`config.mk`:
```
export PLATFORM = sky130hd
export DESIGN_NAME = sample_iterator_flat
export DESIGN_NICKNAME = d
export VERILOG_FILES = /design/src/rtl/sample_iterator_if.sv /design/src/rtl/sample_iterator.sv /design/src/flat_wrapper.sv
export SDC_FILE = /design/constraint.sdc
export NUM_CORES = 1
export LEC_CHECK = 0
export CAP_MARGIN = 20
export CORE_AREA = 2 2 306 308
export CTS_BUF_LIST = sky130_fd_sc_hd__clkbuf_4
export CTS_CLUSTER_SIZE = 30
export DETAILED_ROUTE_END_ITERATION = 12
export DIE_AREA = 0 0 308 310
export PLACE_DENSITY_LB_ADDON = 0.1
export SLEW_MARGIN = 30
export SYNTH_ARGS = -nofsm -noshare
export SYNTH_HDL_FRONTEND = slang
export SYNTH_SLANG_ARGS = --single-unit
```
`constraint.sdc`:
```
create_clock -name clk -period 29.7 [get_ports clk]
set_input_delay 4.455 -clock clk [delete_from_list [all_inputs] [get_ports clk]]
set_output_delay 4.455 -clock clk [all_outputs]
set_load 0.005 [all_outputs]
```
`src/rtl/sample_iterator_if.sv`:
```
// Bundle between bbox, the sample iterator and the sample test stage.
// The master modport is the iterator's view and the slave modport is the environment's view.
// When ITER_PERF_CNT_EN is defined, the bundle also carries two 32-bit performance counters.
interface sample_iterator_if #(
  parameter int SIGFIG  = 24,
  parameter int VERTS   = 3,
  parameter int AXIS    = 3,
  parameter int COLORS  = 3,
  parameter int SAMPLES = 2
);
  // Upstream side (from bbox)
  logic [VERTS-1:0][AXIS-1:0][SIGFIG-1:0] tri_R13S;
  logic [COLORS-1:0][SIGFIG-1:0]          color_R13U;
  logic [1:0][1:0][SIGFIG-1:0]            box_R13S;
  logic                                   validTri_R13H;
  logic                                   halt_RnnnnL;
  logic [3:0]                             subSample_RnnnnU;

  // Downstream side (to the sample test)
  logic [VERTS-1:0][AXIS-1:0][SIGFIG-1:0] tri_R14S;
  logic [COLORS-1:0][SIGFIG-1:0]          color_R14U;
  logic [SAMPLES-1:0][1:0][SIGFIG-1:0]    sample_R14S;
  logic [SAMPLES-1:0]                     validSamp_R14H;

`ifdef ITER_PERF_CNT_EN
  logic [31:0] triCnt_RnnnnU;
  logic [31:0] sampCnt_RnnnnU;

  modport master (
    input  tri_R13S, color_R13U, box_R13S, validTri_R13H, subSample_RnnnnU,
    output halt_RnnnnL, tri_R14S, color_R14U, sample_R14S, validSamp_R14H,
    output triCnt_RnnnnU, sampCnt_RnnnnU
  );

  modport slave (
    output tri_R13S, color_R13U, box_R13S, validTri_R13H, subSample_RnnnnU,
    input  halt_RnnnnL, tri_R14S, color_R14U, sample_R14S, validSamp_R14H,
    input  triCnt_RnnnnU, sampCnt_RnnnnU
  );
`else
  modport master (
    input  tri_R13S, color_R13U, box_R13S, validTri_R13H, subSample_RnnnnU,
    output halt_RnnnnL, tri_R14S, color_R14U, sample_R14S, validSamp_R14H
  );

  modport slave (
    output tri_R13S, color_R13U, box_R13S, validTri_R13H, subSample_RnnnnU,
    input  halt_RnnnnL, tri_R14S, color_R14U, sample_R14S, validSamp_R14H
  );
`endif
endinterface

```
`src/rtl/sample_iterator.sv`:
```
// Sample test iterator. It accepts one triangle and its bounding box, then walks the box in
// raster order on the subsample grid and emits SAMPLES positions per cycle. Each position has a
// per-lane valid. The first group leaves on the same edge that accepts the triangle.
// Optional feature: define ITER_PERF_CNT_EN to add the triangle and sample counters.
module sample_iterator #(
  parameter int SIGFIG  = 24,
  parameter int RADIX   = 10,
  parameter int VERTS   = 3,
  parameter int AXIS    = 3,
  parameter int COLORS  = 3,
  parameter int SAMPLES = 2
) (
  input  logic              clk,
  input  logic              rst,
  sample_iterator_if.master bus
);

  typedef enum logic [0:0] {
    StWait = 1'b0,
    StTest = 1'b1
  } state_e;

  typedef logic signed [SIGFIG-1:0] coord_t;

  state_e r_state, w_state_d;

  // Captured box (already snapped to the grid) and the raster cursor
  coord_t r_ll_x, r_ur_x, r_ur_y;
  coord_t r_cur_x, r_cur_y;

  // Registered R14 outputs
  logic [VERTS-1:0][AXIS-1:0][SIGFIG-1:0] r_tri;
  logic [COLORS-1:0][SIGFIG-1:0]          r_color;
  logic [SAMPLES-1:0][1:0][SIGFIG-1:0]    r_sample;
  logic [SAMPLES-1:0]                     r_valid;

  coord_t w_step, w_mask;
  coord_t w_in_ll_x, w_in_ll_y, w_in_ur_x, w_in_ur_y;
  coord_t w_ll_x, w_ur_x, w_ur_y, w_gx, w_gy;
  coord_t w_off, w_lane_x, w_next_x, w_next_y;
  logic [SAMPLES-1:0][1:0][SIGFIG-1:0] w_sample;
  logic [SAMPLES-1:0]                  w_valid;
  logic w_accept, w_emit, w_degen, w_row_end, w_last;

  // Decode the one-hot subsample config into the grid step and snap the incoming box to it
  always_comb begin
    w_step = coord_t'(1) << RADIX;
    unique case (bus.subSample_RnnnnU)
      4'b0001: w_step = coord_t'(1) << (RADIX - 3);
      4'b0010: w_step = coord_t'(1) << (RADIX - 2);
      4'b0100: w_step = coord_t'(1) << (RADIX - 1);
      4'b1000: w_step = coord_t'(1) << RADIX;
      default: w_step = coord_t'(1) << RADIX;
    endcase
    w_mask    = ~(w_step - coord_t'(1));
    w_in_ll_x = $signed(bus.box_R13S[0][0]) & w_mask;
    w_in_ll_y = $signed(bus.box_R13S[0][1]) & w_mask;
    w_in_ur_x = $signed(bus.box_R13S[1][0]) & w_mask;
    w_in_ur_y = $signed(bus.box_R13S[1][1]) & w_mask;
  end

  // Build the group to emit this edge, and advance the raster cursor
  always_comb begin
    w_accept = (r_state == StWait) && bus.validTri_R13H;
    w_emit   = w_accept || (r_state == StTest);

    // On accept, the group comes straight from the incoming box and not from the cursor
    if (w_accept) begin
      w_ll_x = w_in_ll_x;
      w_ur_x = w_in_ur_x;
      w_ur_y = w_in_ur_y;
      w_gx   = w_in_ll_x;
      w_gy   = w_in_ll_y;
    end else begin
      w_ll_x = r_ll_x;
      w_ur_x = r_ur_x;
      w_ur_y = r_ur_y;
      w_gx   = r_cur_x;
      w_gy   = r_cur_y;
    end

    // An empty box still produces one all-invalid group and then ends
    w_degen = (w_ll_x > w_ur_x) || (w_gy > w_ur_y);

    w_off    = '0;
    w_lane_x = '0;
    w_sample = '0;
    w_valid  = '0;
    for (int k = 0; k < SAMPLES; k++) begin
      w_lane_x       = w_gx + w_off;
      w_sample[k][0] = w_lane_x;
      w_sample[k][1] = w_gy;
      w_valid[k]     = !w_degen && (w_lane_x <= w_ur_x);
      w_off          = w_off + w_step;
    end

    // Here w_off holds SAMPLES*step, which is the horizontal stride of one group
    w_row_end = (w_gx + w_off) > w_ur_x;
    w_last    = w_degen || (w_row_end && ((w_gy + w_step) > w_ur_y));

    if (w_row_end) begin
      w_next_x = w_ll_x;
      w_next_y = w_gy + w_step;
    end else begin
      w_next_x = w_gx + w_off;
      w_next_y = w_gy;
    end
  end

  // Next-state logic: each emitted group either continues the walk or finishes the triangle
  always_comb begin
    w_state_d = r_state;
    if (w_emit) begin
      w_state_d = w_last ? StWait : StTest;
    end
  end

  // State register
  always_ff @(posedge clk or posedge rst) begin
    if (rst) begin
      r_state <= StWait;
    end else begin
      r_state <= w_state_d;
    end
  end

  // Box capture on accept; the cursor advances on every emitted group
  always_ff @(posedge clk or posedge rst) begin
    if (rst) begin
      r_ll_x  <= '0;
      r_ur_x  <= '0;
      r_ur_y  <= '0;
      r_cur_x <= '0;
      r_cur_y <= '0;
    end else begin
      if (w_accept) begin
        r_ll_x <= w_in_ll_x;
        r_ur_x <= w_in_ur_x;
        r_ur_y <= w_in_ur_y;
      end
      if (w_emit) begin
        r_cur_x <= w_next_x;
        r_cur_y <= w_next_y;
      end
    end
  end

  // Output group register; when idle, lane valids drop and the payload holds its last value
  always_ff @(posedge clk or posedge rst) begin
    if (rst) begin
      r_tri    <= '0;
      r_color  <= '0;
      r_sample <= '0;
      r_valid  <= '0;
    end else begin
      r_valid <= w_emit ? w_valid : '0;
      if (w_emit) begin
        r_sample <= w_sample;
      end
      if (w_accept) begin
        r_tri   <= bus.tri_R13S;
        r_color <= bus.color_R13U;
      end
    end
  end

  assign bus.halt_RnnnnL    = (r_state == StWait);
  assign bus.tri_R14S       = r_tri;
  assign bus.color_R14U     = r_color;
  assign bus.sample_R14S    = r_sample;
  assign bus.validSamp_R14H = r_valid;

`ifdef ITER_PERF_CNT_EN
  logic [31:0] r_tri_cnt, r_samp_cnt, w_pop;

  // Count the valid lanes currently presented
  always_comb begin
    w_pop = '0;
    for (int k = 0; k < SAMPLES; k++) begin
      w_pop = w_pop + 32'(r_valid[k]);
    end
  end

  // Free-running counters that wrap modulo 2^32
  always_ff @(posedge clk or posedge rst) begin
    if (rst) begin
      r_tri_cnt  <= '0;
      r_samp_cnt <= '0;
    end else begin
      r_tri_cnt  <= r_tri_cnt + 32'(w_accept);
      r_samp_cnt <= r_samp_cnt + w_pop;
    end
  end

  assign bus.triCnt_RnnnnU  = r_tri_cnt;
  assign bus.sampCnt_RnnnnU = r_samp_cnt;
`endif

endmodule

```
`src/flat_wrapper.sv`:
```
// flat-port wrapper written by rule: the top's interface ports become plain ports
module sample_iterator_flat 
#(
  parameter int SIGFIG  = 24,
  parameter int RADIX   = 10,
  parameter int VERTS   = 3,
  parameter int AXIS    = 3,
  parameter int COLORS  = 3,
  parameter int SAMPLES = 2
)
  (clk, rst, bus_tri_R13S, bus_color_R13U, bus_box_R13S, bus_validTri_R13H, bus_subSample_RnnnnU, bus_halt_RnnnnL, bus_tri_R14S, bus_color_R14U, bus_sample_R14S, bus_validSamp_R14H);
  sample_iterator_if #(.SIGFIG(SIGFIG), .VERTS(VERTS), .AXIS(AXIS), .COLORS(COLORS), .SAMPLES(SAMPLES)) bus_i ();
  input  logic clk;
  input  logic rst;
  input wire logic [$bits(bus_i.tri_R13S)-1:0] bus_tri_R13S;
  input wire logic [$bits(bus_i.color_R13U)-1:0] bus_color_R13U;
  input wire logic [$bits(bus_i.box_R13S)-1:0] bus_box_R13S;
  input wire logic [$bits(bus_i.validTri_R13H)-1:0] bus_validTri_R13H;
  input wire logic [$bits(bus_i.subSample_RnnnnU)-1:0] bus_subSample_RnnnnU;
  output wire logic [$bits(bus_i.halt_RnnnnL)-1:0] bus_halt_RnnnnL;
  output wire logic [$bits(bus_i.tri_R14S)-1:0] bus_tri_R14S;
  output wire logic [$bits(bus_i.color_R14U)-1:0] bus_color_R14U;
  output wire logic [$bits(bus_i.sample_R14S)-1:0] bus_sample_R14S;
  output wire logic [$bits(bus_i.validSamp_R14H)-1:0] bus_validSamp_R14H;
  assign bus_i.tri_R13S = bus_tri_R13S;
  assign bus_i.color_R13U = bus_color_R13U;
  assign bus_i.box_R13S = bus_box_R13S;
  assign bus_i.validTri_R13H = bus_validTri_R13H;
  assign bus_i.subSample_RnnnnU = bus_subSample_RnnnnU;
  assign bus_halt_RnnnnL = bus_i.halt_RnnnnL;
  assign bus_tri_R14S = bus_i.tri_R14S;
  assign bus_color_R14U = bus_i.color_R14U;
  assign bus_sample_R14S = bus_i.sample_R14S;
  assign bus_validSamp_R14H = bus_i.validSamp_R14H;
  sample_iterator #(.SIGFIG(SIGFIG), .RADIX(RADIX), .VERTS(VERTS), .AXIS(AXIS), .COLORS(COLORS), .SAMPLES(SAMPLES)) u_core (.clk(clk), .rst(rst), .bus(bus_i));
endmodule
```
Word-level counts from Yosys, hierarchy flattened
Index checks and enable logic that the tools add are counted.

Word-level logic and storage cells: 60. Flip-flop bits (word level): 483. Output and inout bits: 387.

Reduce and logical (&&, ||, !) cells: 8. Mux-type cells: 10. Add/subtract/negate cells: 5. Bitwise gates (word level): 6. Equal/unequal tests: 3. Order comparisons: 6.

Operators with widths (number): 24-bit two-way mux (7); 24-bit AND (4); 24-bit > comparator (4); 24-bit by 12-bit adder with 24-bit output (2); 24-bit less-or-equal comparator (2); 11-bit case mux with 3 select lines (1); 24-bit adder (1); 24-bit inverter (1); 11-bit by 11-bit adder with 12-bit output (1); 11-bit by 1-bit subtractor with 12-bit output, second input constant (1); 4-bit by 1-bit equality test with 1-bit output, second input constant (1); 4-bit by 2-bit equality test with 1-bit output, second input constant (1); 4-bit by 3-bit equality test with 1-bit output, second input constant (1); 1-bit logical AND (4); 1-bit logical OR (3); 2-bit two-way mux (1); 1-bit zero test (1); 1-bit two-way mux (1); 1-bit inverter (1).

Longest topological paths before layout
Depth after elaboration: 11. Gate-level depth with buffers: 25. Depth with buffers taken out: 21.

Worst setup path before layout
OpenSTA, ideal clock, no wires.

Path type: in2reg. Start: input bus_subSample_RnnnnU[0]. End: register u_core.r_cur_x[1]. Slack: 19.861 ns. Setup time: 0.125 ns. Stages on the path: 22. Arrival: 9.714 ns. Path buffers: 1. Cell sequence: nor4b_1 > inv_1 > ha_1 > and3_1 > a21oi_1 > inv_1 > ha_1 > fa_1 > a21o_1 > a21oi_1 > a21o_1 > nand3b_1 > xnor2_1 > ha_1 > nand2_1 > o31ai_1 > or4_1 > o211a_1 > and2_1 > clkbuf_1 > nand2_1 > mux2_2.

Longest elaborated chain between the ends: 9.

RTL lines: start: declaration (RTL line flat_wrapper.sv:19) `input wire logic [$bits(bus_i.subSample_RnnnnU)-1:0] bus_subSample_RnnnnU;`; 4-bit by 3-bit equality test with 1-bit output, or another cell as far along (RTL line sample_iterator.sv:48) `unique case (bus.subSample_RnnnnU)`; 11-bit case mux with 3 select lines * (RTL line sample_iterator.sv:48); 11-bit by 1-bit subtractor with 12-bit output * (RTL line sample_iterator.sv:55) `w_mask = ~(w_step - coord_t'(1));`; 24-bit inverter * (RTL line sample_iterator.sv:55); 24-bit AND * (RTL line sample_iterator.sv:56) `w_in_ll_x = $signed(bus.box_R13S[0][0]) & w_mask;`; 24-bit two-way mux * (RTL line sample_iterator.sv:68) `if (w_accept) begin`; net u_core.w_gx[8] (RTL line sample_iterator.sv:39) `coord_t w_ll_x, w_ur_x, w_ur_y, w_gx, w_gy;`; 24-bit adder * (RTL line sample_iterator.sv:98) `w_row_end = (w_gx + w_off) > w_ur_x;`; 24-bit > comparator * (RTL line sample_iterator.sv:98); 24-bit two-way mux * (RTL line sample_iterator.sv:101) `if (w_row_end) begin`; end signal: assignment (RTL line sample_iterator.sv:142) `r_cur_x <= w_next_x;`; end: declaration (RTL line sample_iterator.sv:29) `coord_t r_cur_x, r_cur_y;`.

The timed path passes the listed nets; every way through them passes the cells marked *. A chain may end at the register's enable or synchronous reset.

Final worst setup path
Start: input bus_validTri_R13H. End: register u_core.r_cur_x[2].

Longest elaborated chain between the ends: 5.

RTL lines: start: declaration (RTL line flat_wrapper.sv:18) `input wire logic [$bits(bus_i.validTri_R13H)-1:0] bus_validTri_R13H;`; 1-bit logical AND (RTL line sample_iterator.sv:64) `w_accept = (r_state == StWait) && bus.validTri_R13H;`; 24-bit two-way mux (RTL line sample_iterator.sv:68); net u_core.w_gx[8] (RTL line sample_iterator.sv:39); 24-bit adder (RTL line sample_iterator.sv:98); 24-bit > comparator (RTL line sample_iterator.sv:98); 24-bit two-way mux (RTL line sample_iterator.sv:101).

The timed path passes the listed nets, and every way through them passes these cells.

==> impl_results.md <==
* Status: complete, no violations
* Mux cell area share after synthesis at around 1.5%
* Slew HR at 39.71%
* Insertion delay to the later sink of the worst-skew pair at 1.01 ns
* Clock Sink Count at 469
* Met1 wire length at a little under 40000 um
* Post-synth EDFFs at 0
* # DRC at 0
* Final Util at 35.92%
* Io pins at around 800
* Die Y at 310 um
* Worst-Margin Slew at about 0.90 ns
* Setup TNS at 0 ns
* Worst IR Drop VDD at 0.03532 mV
* Fin crit share at between 30% and 40%
* Cell Rows at 112
* Root Driver: clkbuf_4
* Port Buffer Count at 749
* Final setup margin at 18.91 ns
* RSZ-0062 raised after global routing: no
* Mapped cell area at 22890 sq um
* Main combinational cell family by area after synthesis: simple AND/OR/NAND/NOR gates
* TritonCTS clock tree: built
* Sequential area share after synthesis at 51.27%
* Synth Area in Adders at roughly 7.6%
* Required @ worst endpoint at 30.58 ns
* NumNets Final at 3861
* Synth Area in Compound Gates at about 8.1%
* Pre-CTS WS at 17.70 ns
* Most used DFF post-synth: dfrtp_1
* Worst Path Arrival at 11.67 ns
* Synth area leader: dfrtp_1
* WS Path Type: input pin to register
* Resized Gates After CTS at 0
* Most common cell after layout, fill and taps aside: nand2_1
* Vias in the first global route at 20814
* Vias per std cell at approximately 4.5
* Wirelength per Cell at 20.64 um
* Initial DRC count at 1046
* Post-CTS setup buffers at 0
* CORE AREA at 92490 sq um
* Pwr dens at approximately 88 nW/um^2
* Cts bufs inserted at 145
* Final Setup Violations at 0
* Netlist cell types at 79
* Seq cells post-synth at ~470
* Die width at around 310 um
* Yosys warns at 0
* Final hold violation count at 0
* Slew Viols, Final at 0
* Syn_nets at a little over 3000
* Final RePlAce weighted congestion at approximately 0.83
* Post-DRT Antenna Nets at 0
* Simple-gate share of the synthesized area at 24.52%
* Proportion of layout cells with a drive suffix above 1 at 8.272%
* Clock slew at reported path FFs at ~0.060 ns
* First drt pass iteration count at 5
* Most area-consuming cells after synthesis: dfrtp_1 51%, nand2_1 18%, ha_1 7.4%, a21oi_1 1.6%, nor2_1 1.6%
* CP endpoint kind: register
* Initial antenna violation count at 25
* HPWL after detailed placement at 72100 um
* Synth top area share at 51.27%
* Leak at about 0.016 uW
* Vias at 20746
* Hold Crit Class: register to register
* Post-Route WL at 95540 um
* Hold WS at 0.4618 ns
* Most frequent cells in the layout: 1068 x nand2_1, 749 x clkdlybuf4s50_1, 469 x dfrtp_1
* # Max-Cap Violations at 0
* Skew final at 0.06701 ns
* Die area at 95480 sq um
* CTS H-Tree Depth at 4
* CTS Buffer Depth at 3
* Tot Pwr at 2939 uW
* XOR/XNOR Fraction of Synth Area at about 2.2%
* Hold_buf cts at 0
* All-Layer GR Usage at 19.31%
* First-pass GRT wire length at 136900 um
* Syn_area_per_cell at approximately 8.9 sq um
* Top Layer Used: met5
* Crit-path max FO at 73
* Fraction of registers with async set/reset at 100.0%
* Metal2 WL at between 40000 and 50000 um
* Synthesized instance count at 2568
* Minimum clock period at approximately 11 ns
* Fmax at 92.68 MHz
* Metal3 WL at 7283 um
* Pin count of the biggest net entering global routing at about 160
* Crit path launch type: input pin
* Initial Util at 24.75%
* Area Overhead vs Synth at 45.12%
* Total congestion overflow at 0
[area by class of cell]
cell class                 count  area, sq um
timing repair buffer         775         7766
fill                        9642        59270
multi-input combinational   1854        10070
clock inverter                36        291.5
antenna                       10        25.02
clock buffer                 200         1501
inverter                      87        334.1
tap                         1197         1498
sequential                   469        11740
[report_power, final]
group / internal, uW / leakage (uW) / switching [uW]
clock network: 351 / 0.00106 / 303
registers: 847 / 0.00580 / 120
logic: 626 / 0.00925 / 692
[layer usage]
layer | GRT usage (%) | up-vias
li1 | - | 9944
met1 | 23.21 | 9921
met2 | 32.08 | 699
met3 | 5.939 | 172
met4 | 7.952 | 10
met5 | 0 | -
[worst max-delay path, stage by stage]
cell	delay, ns
clkdlybuf4s50_1	0.91
nor2b_4	0.85
buf_4	0.82
and3_1	0.28
a21oi_1	0.12
inv_1	0.18
ha_1	0.20
a21o_1	0.12
a21oi_1	0.10
o21bai_1	0.27
and3_1	0.31
nand4_1	0.14
xnor2_1	0.31
ha_1	0.35
nand2_1	0.12
o31ai_1	0.09
or4_1	0.53
o211a_1	0.32
and2_1	0.25
buf_4	0.22
nand2_1	0.28
mux2_2	0.38
[cell usage after synthesis (6+ instances only)]
cell type and instances:
nand4_1 25, nor2_1 97, o211ai_1 8, a221o_1 6, nor3_1 16, buf_2 30, xor2_1 16, o2111ai_1 7
buf_1 12, a21o_1 28, ha_1 135, buf_4 40, mux2_2 18, nand2b_1 10, and2_1 40, dfrtp_1 469
mux2i_1 13, nand3_1 38, inv_1 87, o21ai_0 30, and3_1 29, clkbuf_1 75, o21a_1 35, nor2b_1 10
a21oi_1 74, and4_1 7, nand2_1 1069, a31oi_1 11, xnor2_1 39, a211oi_1 7
[per-stage QoR]
step | instances | instance area (sq um)
detailed placement | 4379 | 31340
CTS | 4615 | 33130
global route | 4624 | 33210
finish | 4628 | 33220
global placement | 4379 | 31330
floorplan | 2568 | 22890
[path summary, 6_finish.rpt]
check / from / end / slack [ns] / depth (start not counted)
setup / recovery: bus_validTri_R13H / u_core.r_cur_x[2] / 18.91 / 22
hold / removal: u_core.r_ur_y[2] / u_core.r_ur_y[2] / 0.46 / 2
setup reg to reg: u_core.r_state / u_core.r_cur_x[2] / 22.82 / 22
hold reg to reg: u_core.r_ur_y[2] / u_core.r_ur_y[2] / 0.46 / 2
max in group asynchronous: rst / u_core.bus.tri_R14S[7] / 23.12 / 5
min in group asynchronous: rst / u_core.bus.tri_R14S[134] / 4.00 / 2
[sequential cells by signal, summed over array words and instances, names as in the netlist]
signal and cells:
u_core.r_ur_y 24, u_core.r_cur_x 24, u_core.bus.sample_R14S 65, u_core.r_ll_x 24
u_core.bus.validSamp_R14H 2, u_core.bus.color_R14U 72, u_core.bus.tri_R14S 216, u_core.r_cur_y 17
u_core.r_state 1, u_core.r_ur_x 24
[cells by family after synthesis]
| group | after synthesis |
|---|---|
| DFF | 469 |
| buffers and inverters | 245 |
| adders and majority gates | 138 |
| and+or+nand+nor | 1362 |
| muxes | 31 |
| xor gates and xnor gates | 56 |
| AOI/OAI and AO/OA | 267 |
Power figures use the tool's default switching activity.
==> patch 1 (same flow settings) <==
`RADIX` is set to 10 in 2 places; all go to 7.
--- a/src/rtl/sample_iterator.sv
+++ b/src/rtl/sample_iterator.sv
@@ -6,3 +6,3 @@
   parameter int SIGFIG  = 24,
-  parameter int RADIX   = 10,
+  parameter int RADIX   = 7,
   parameter int VERTS   = 3,
--- a/src/flat_wrapper.sv
+++ b/src/flat_wrapper.sv
@@ -4,3 +4,3 @@
   parameter int SIGFIG  = 24,
-  parameter int RADIX   = 10,
+  parameter int RADIX   = 7,
   parameter int VERTS   = 3,
Formal check against the unedited RTL: not equivalent (Yosys sat finds a counterexample within 4 cycles, from zero or initial values and one cycle with rst high).
==> patch 1 against the unedited design <==
Register-to-register slack worse by 1.4 ns. Clock skew is 0.023 ns lower. Final area is 3.1% higher. Critical endpoint is now u_core.r_cur_y[5]. Wire length is 5.5% higher. Power is 2.9% higher. Critical path type unchanged. Setup slack worse by 1.4 ns. Maximum frequency is 12% lower. Hold slack better by 0.0065 ns. Clock power is 0.9% higher. Sequential cell count is 6 higher. Area after synthesis is 3.3% higher.
==> patch 1: results <==
set metrics [dict create \
    drtIter0Drc 1503 \
    wirelength_met1_mm 42.0 \
    crit_slowest_cell "nor4_1" \
    finClkSkew_ns 0.0445 \
    synthMuxAreaShare_pct 1.26 \
    fin_nets 4004 \
    p_leak_nw 16.5 \
    period_minus_slack_ns 12.20 \
    antenna_found_initial 16 \
    regToRegEndpoint "u_core.r_cur_y[5]" \
    nFillCells 9531 \
    place_area_mm2 0.0323 \
    wl_met2_mm 48.8 \
    status "completed" \
    synthAdderAreaFrac_pct 7.88 \
    grt_pass1_wl_mm 147 \
    holdWs_ns 0.468 \
    port_buffers 761 \
    cts_buffers 148 \
    post-place-ws_ns 16.58 \
    regToRegSetupSlack_ns 21.37 \
    netlist_top_cells_count "nand2_1, dfrtp_1, ha_1, nor2_1, clkbuf_1" \
    ys_types 75 \
    synth_area_leaders "dfrtp_1, nand2_1, ha_1" \
    worst_ir_drop_vdd_uv 38.7 \
    detail_route.wl_per_cell_um 21.1 \
    hold_end "u_core.bus.sample_R14S[57]" \
    hold-path-cell-count 2 \
    synthXorXnorAreaFrac_pct 2.41 \
    place_congestion 0.845 \
    placed_cells 4510 \
    grt.total_usage_pct 20.6 \
    critical_path_arrival_ns 13.05 \
    grt_pass1_vias 22000 \
    powerDensity_mw_per_mm2 88.4 \
    drive_gt1_share_pct 8.01 \
    cp_max_fo 17 \
    grt_start_max_net_pins 211 \
    p_seq_w 0.000984 \
    synth-seq-area-share_pct 50.3 \
    max_stage_delay_ns 0.72 \
    via_per_inst 4.59 \
    reg2regPathDepth 22 \
    avgSynthCellArea_um2 8.80 \
    synthesis.nets 3224 \
]
[patch 1: area by class of cell]
class | instances | share of cell area, %
diodes | 12 | 0.0877
inverters | 93 | 1.06
clock inverters | 34 | 0.698
well taps | 1197 | 4.37
repair buffers | 791 | 23.2
multi-input cells | 1957 | 31.3
clock buffers | 209 | 4.58
flip-flops and latches | 475 | 34.7
[patch 1: how the worst max path moves through the flow]
| stage | end | startpoint |
|---|---|---|
| after CTS | u_core.r_cur_y[5] | bus_subSample_RnnnnU[1] |
| after detailed placement | u_core.r_cur_y[5] | bus_subSample_RnnnnU[1] |
| after floorplan | u_core.bus.color_R14U[0] | rst |
| after global placement | u_core.r_cur_y[5] | bus_subSample_RnnnnU[1] |
| final | u_core.r_cur_y[5] | bus_subSample_RnnnnU[1] |
| after global routing | u_core.r_cur_y[5] | bus_subSample_RnnnnU[1] |
[patch 1: metal layers]
metal	vias up	track usage, %
met5	-	0
met4	12	6.47
met3	160	6.47
met2	771	34.1
met1	10500	25.7
li1	10500	-
==> patch 2 (config.mk and constraints unchanged) <==
Without the edit above. Remove the case item `4'b0100` of the case on `bus.subSample_RnnnnU`.
--- a/src/rtl/sample_iterator.sv
+++ b/src/rtl/sample_iterator.sv
@@ -50,3 +50,2 @@
       4'b0010: w_step = coord_t'(1) << (RADIX - 2);
-      4'b0100: w_step = coord_t'(1) << (RADIX - 1);
       4'b1000: w_step = coord_t'(1) << RADIX;
Formal check against the unedited RTL: not equivalent (a bounded check fails within 4 cycles, from zero or initial values and one cycle with rst high).
==> patch 2 against the unedited design <==
Sequential cell count did not move. Critical path depth rose by 2. Maximum frequency fell by 3.9%. Final area fell by 0.70%. Wire length fell by 2.0%. Area after synthesis fell by 1.7%. Setup slack got worse by 0.44 ns. Power fell by 13%. Largest cell class unchanged. Highest routed layer unchanged.
==> patch 2: results <==
set metrics [dict create \
    clock_buffers 219 \
    regToRegSetupSlack_ns 22.37 \
    min_from "u_core.r_ur_y[4]" \
    cts_resized 0 \
    nFillCells 9576 \
    post-cts-setup-buffer-count 0 \
    place_area_mm2 0.0311 \
    grt_pass1_wl_mm 134 \
    synth_compound_area_share_pct 6.70 \
    fin_nets 3788 \
    netlist_top_cells_count "nand2_1, dfrtp_1, ha_1, nor2_1, inv_1" \
    dp_hpwl_mm 69.8 \
    synth_area_leaders "dfrtp_1, nand2_1, ha_1" \
    sh_seq_area_pct 35.6 \
    placed_cells 4311 \
    finalWirelength_mm 93.6 \
    hold_end "u_core.r_ur_y[4]" \
    final_cells 4589 \
    synth_cells 2486 \
    regToRegEndpoint "u_core.r_cur_x[1]" \
    drive_gt1_share_pct 8.75 \
    grt.total_usage_pct 19.0 \
    cp_max_fo 100 \
    p_int_w 0.00163 \
    met2_usage_pct 32.2 \
    place_congestion 0.845 \
    met3WireLength_mm 6.45 \
    num-nonclk-inverters 97 \
    ys_types 69 \
    clkCellAreaFrac_pct 5.54 \
    synthXorXnorAreaFrac_pct 1.67 \
    max_stage_delay_ns 0.63 \
    synth-seq-area-share_pct 52.2 \
    buffers 778 \
    critical_path_arrival_ns 12.07 \
    status "completed" \
    p_leak_nw 16.0 \
    wl_met2_mm 46.9 \
    synthMuxAreaShare_pct 3.40 \
    use_met1_pct 21.8 \
    crit_slowest_cell "buf_6" \
    buffer_area_share_pct 23.6 \
    grt_util_met3_pct 6.44 \
    multi_input_comb_cells 1771 \
    via_count 20100 \
    synthAdderAreaFrac_pct 7.66 \
    seq_area_mm2 0.0117 \
    multi_input_area_mm2 0.00970 \
    diodes 21 \
    antenna_found_initial 33 \
    finClkSkew_ns 0.0436 \
    worst_ir_drop_vdd_uv 32.5 \
    grt_start_max_net_pins 210 \
    wirelength_met1_mm 37.4 \
    synthesis.nets 3013 \
    cts_buffers 144 \
    clockRootBuffer "clkbuf_4" \
    relSlewSlack_pct 36.4 \
    drtIter0Drc 1179 \
]
## patch 2: cell count changes after synthesis, moves of 7 or more
cell and change:
a21o_1 +12, mux2i_1 +43, o21a_1 -21, and3_1 -21
xor2_1 -16, clkbuf_1 +13, nand2_1 -66, nand3_1 -11
and2_1 -7, buf_2 -24, nor3_1 +22, inv_1 +7
## patch 2: stage by stage
step                worst slack (ns)  hold WS (ns)  total power (W)
floorplan                      12.16         0.432          0.00138
CTS                            18.47         0.469          0.00262
global route                   18.03         0.490          0.00276
finish                         18.47         0.459          0.00256
global placement               16.83         0.447          0.00192
detailed placement             17.36         0.453          0.00194
## patch 2: power by group through the flow
stage | Sequential, W | Combinational, W | Clock [W]
2_1_floorplan | 0.000900 | 0.000482 | 0
3_3_place_gp | 0.000906 | 0.00102 | 0
3_5_place_dp | 0.000912 | 0.00102 | 0
4_1_cts | 0.000901 | 0.00103 | 0.000686
5_1_grt | 0.000920 | 0.00112 | 0.000720
6_report | 0.000899 | 0.00101 | 0.000650
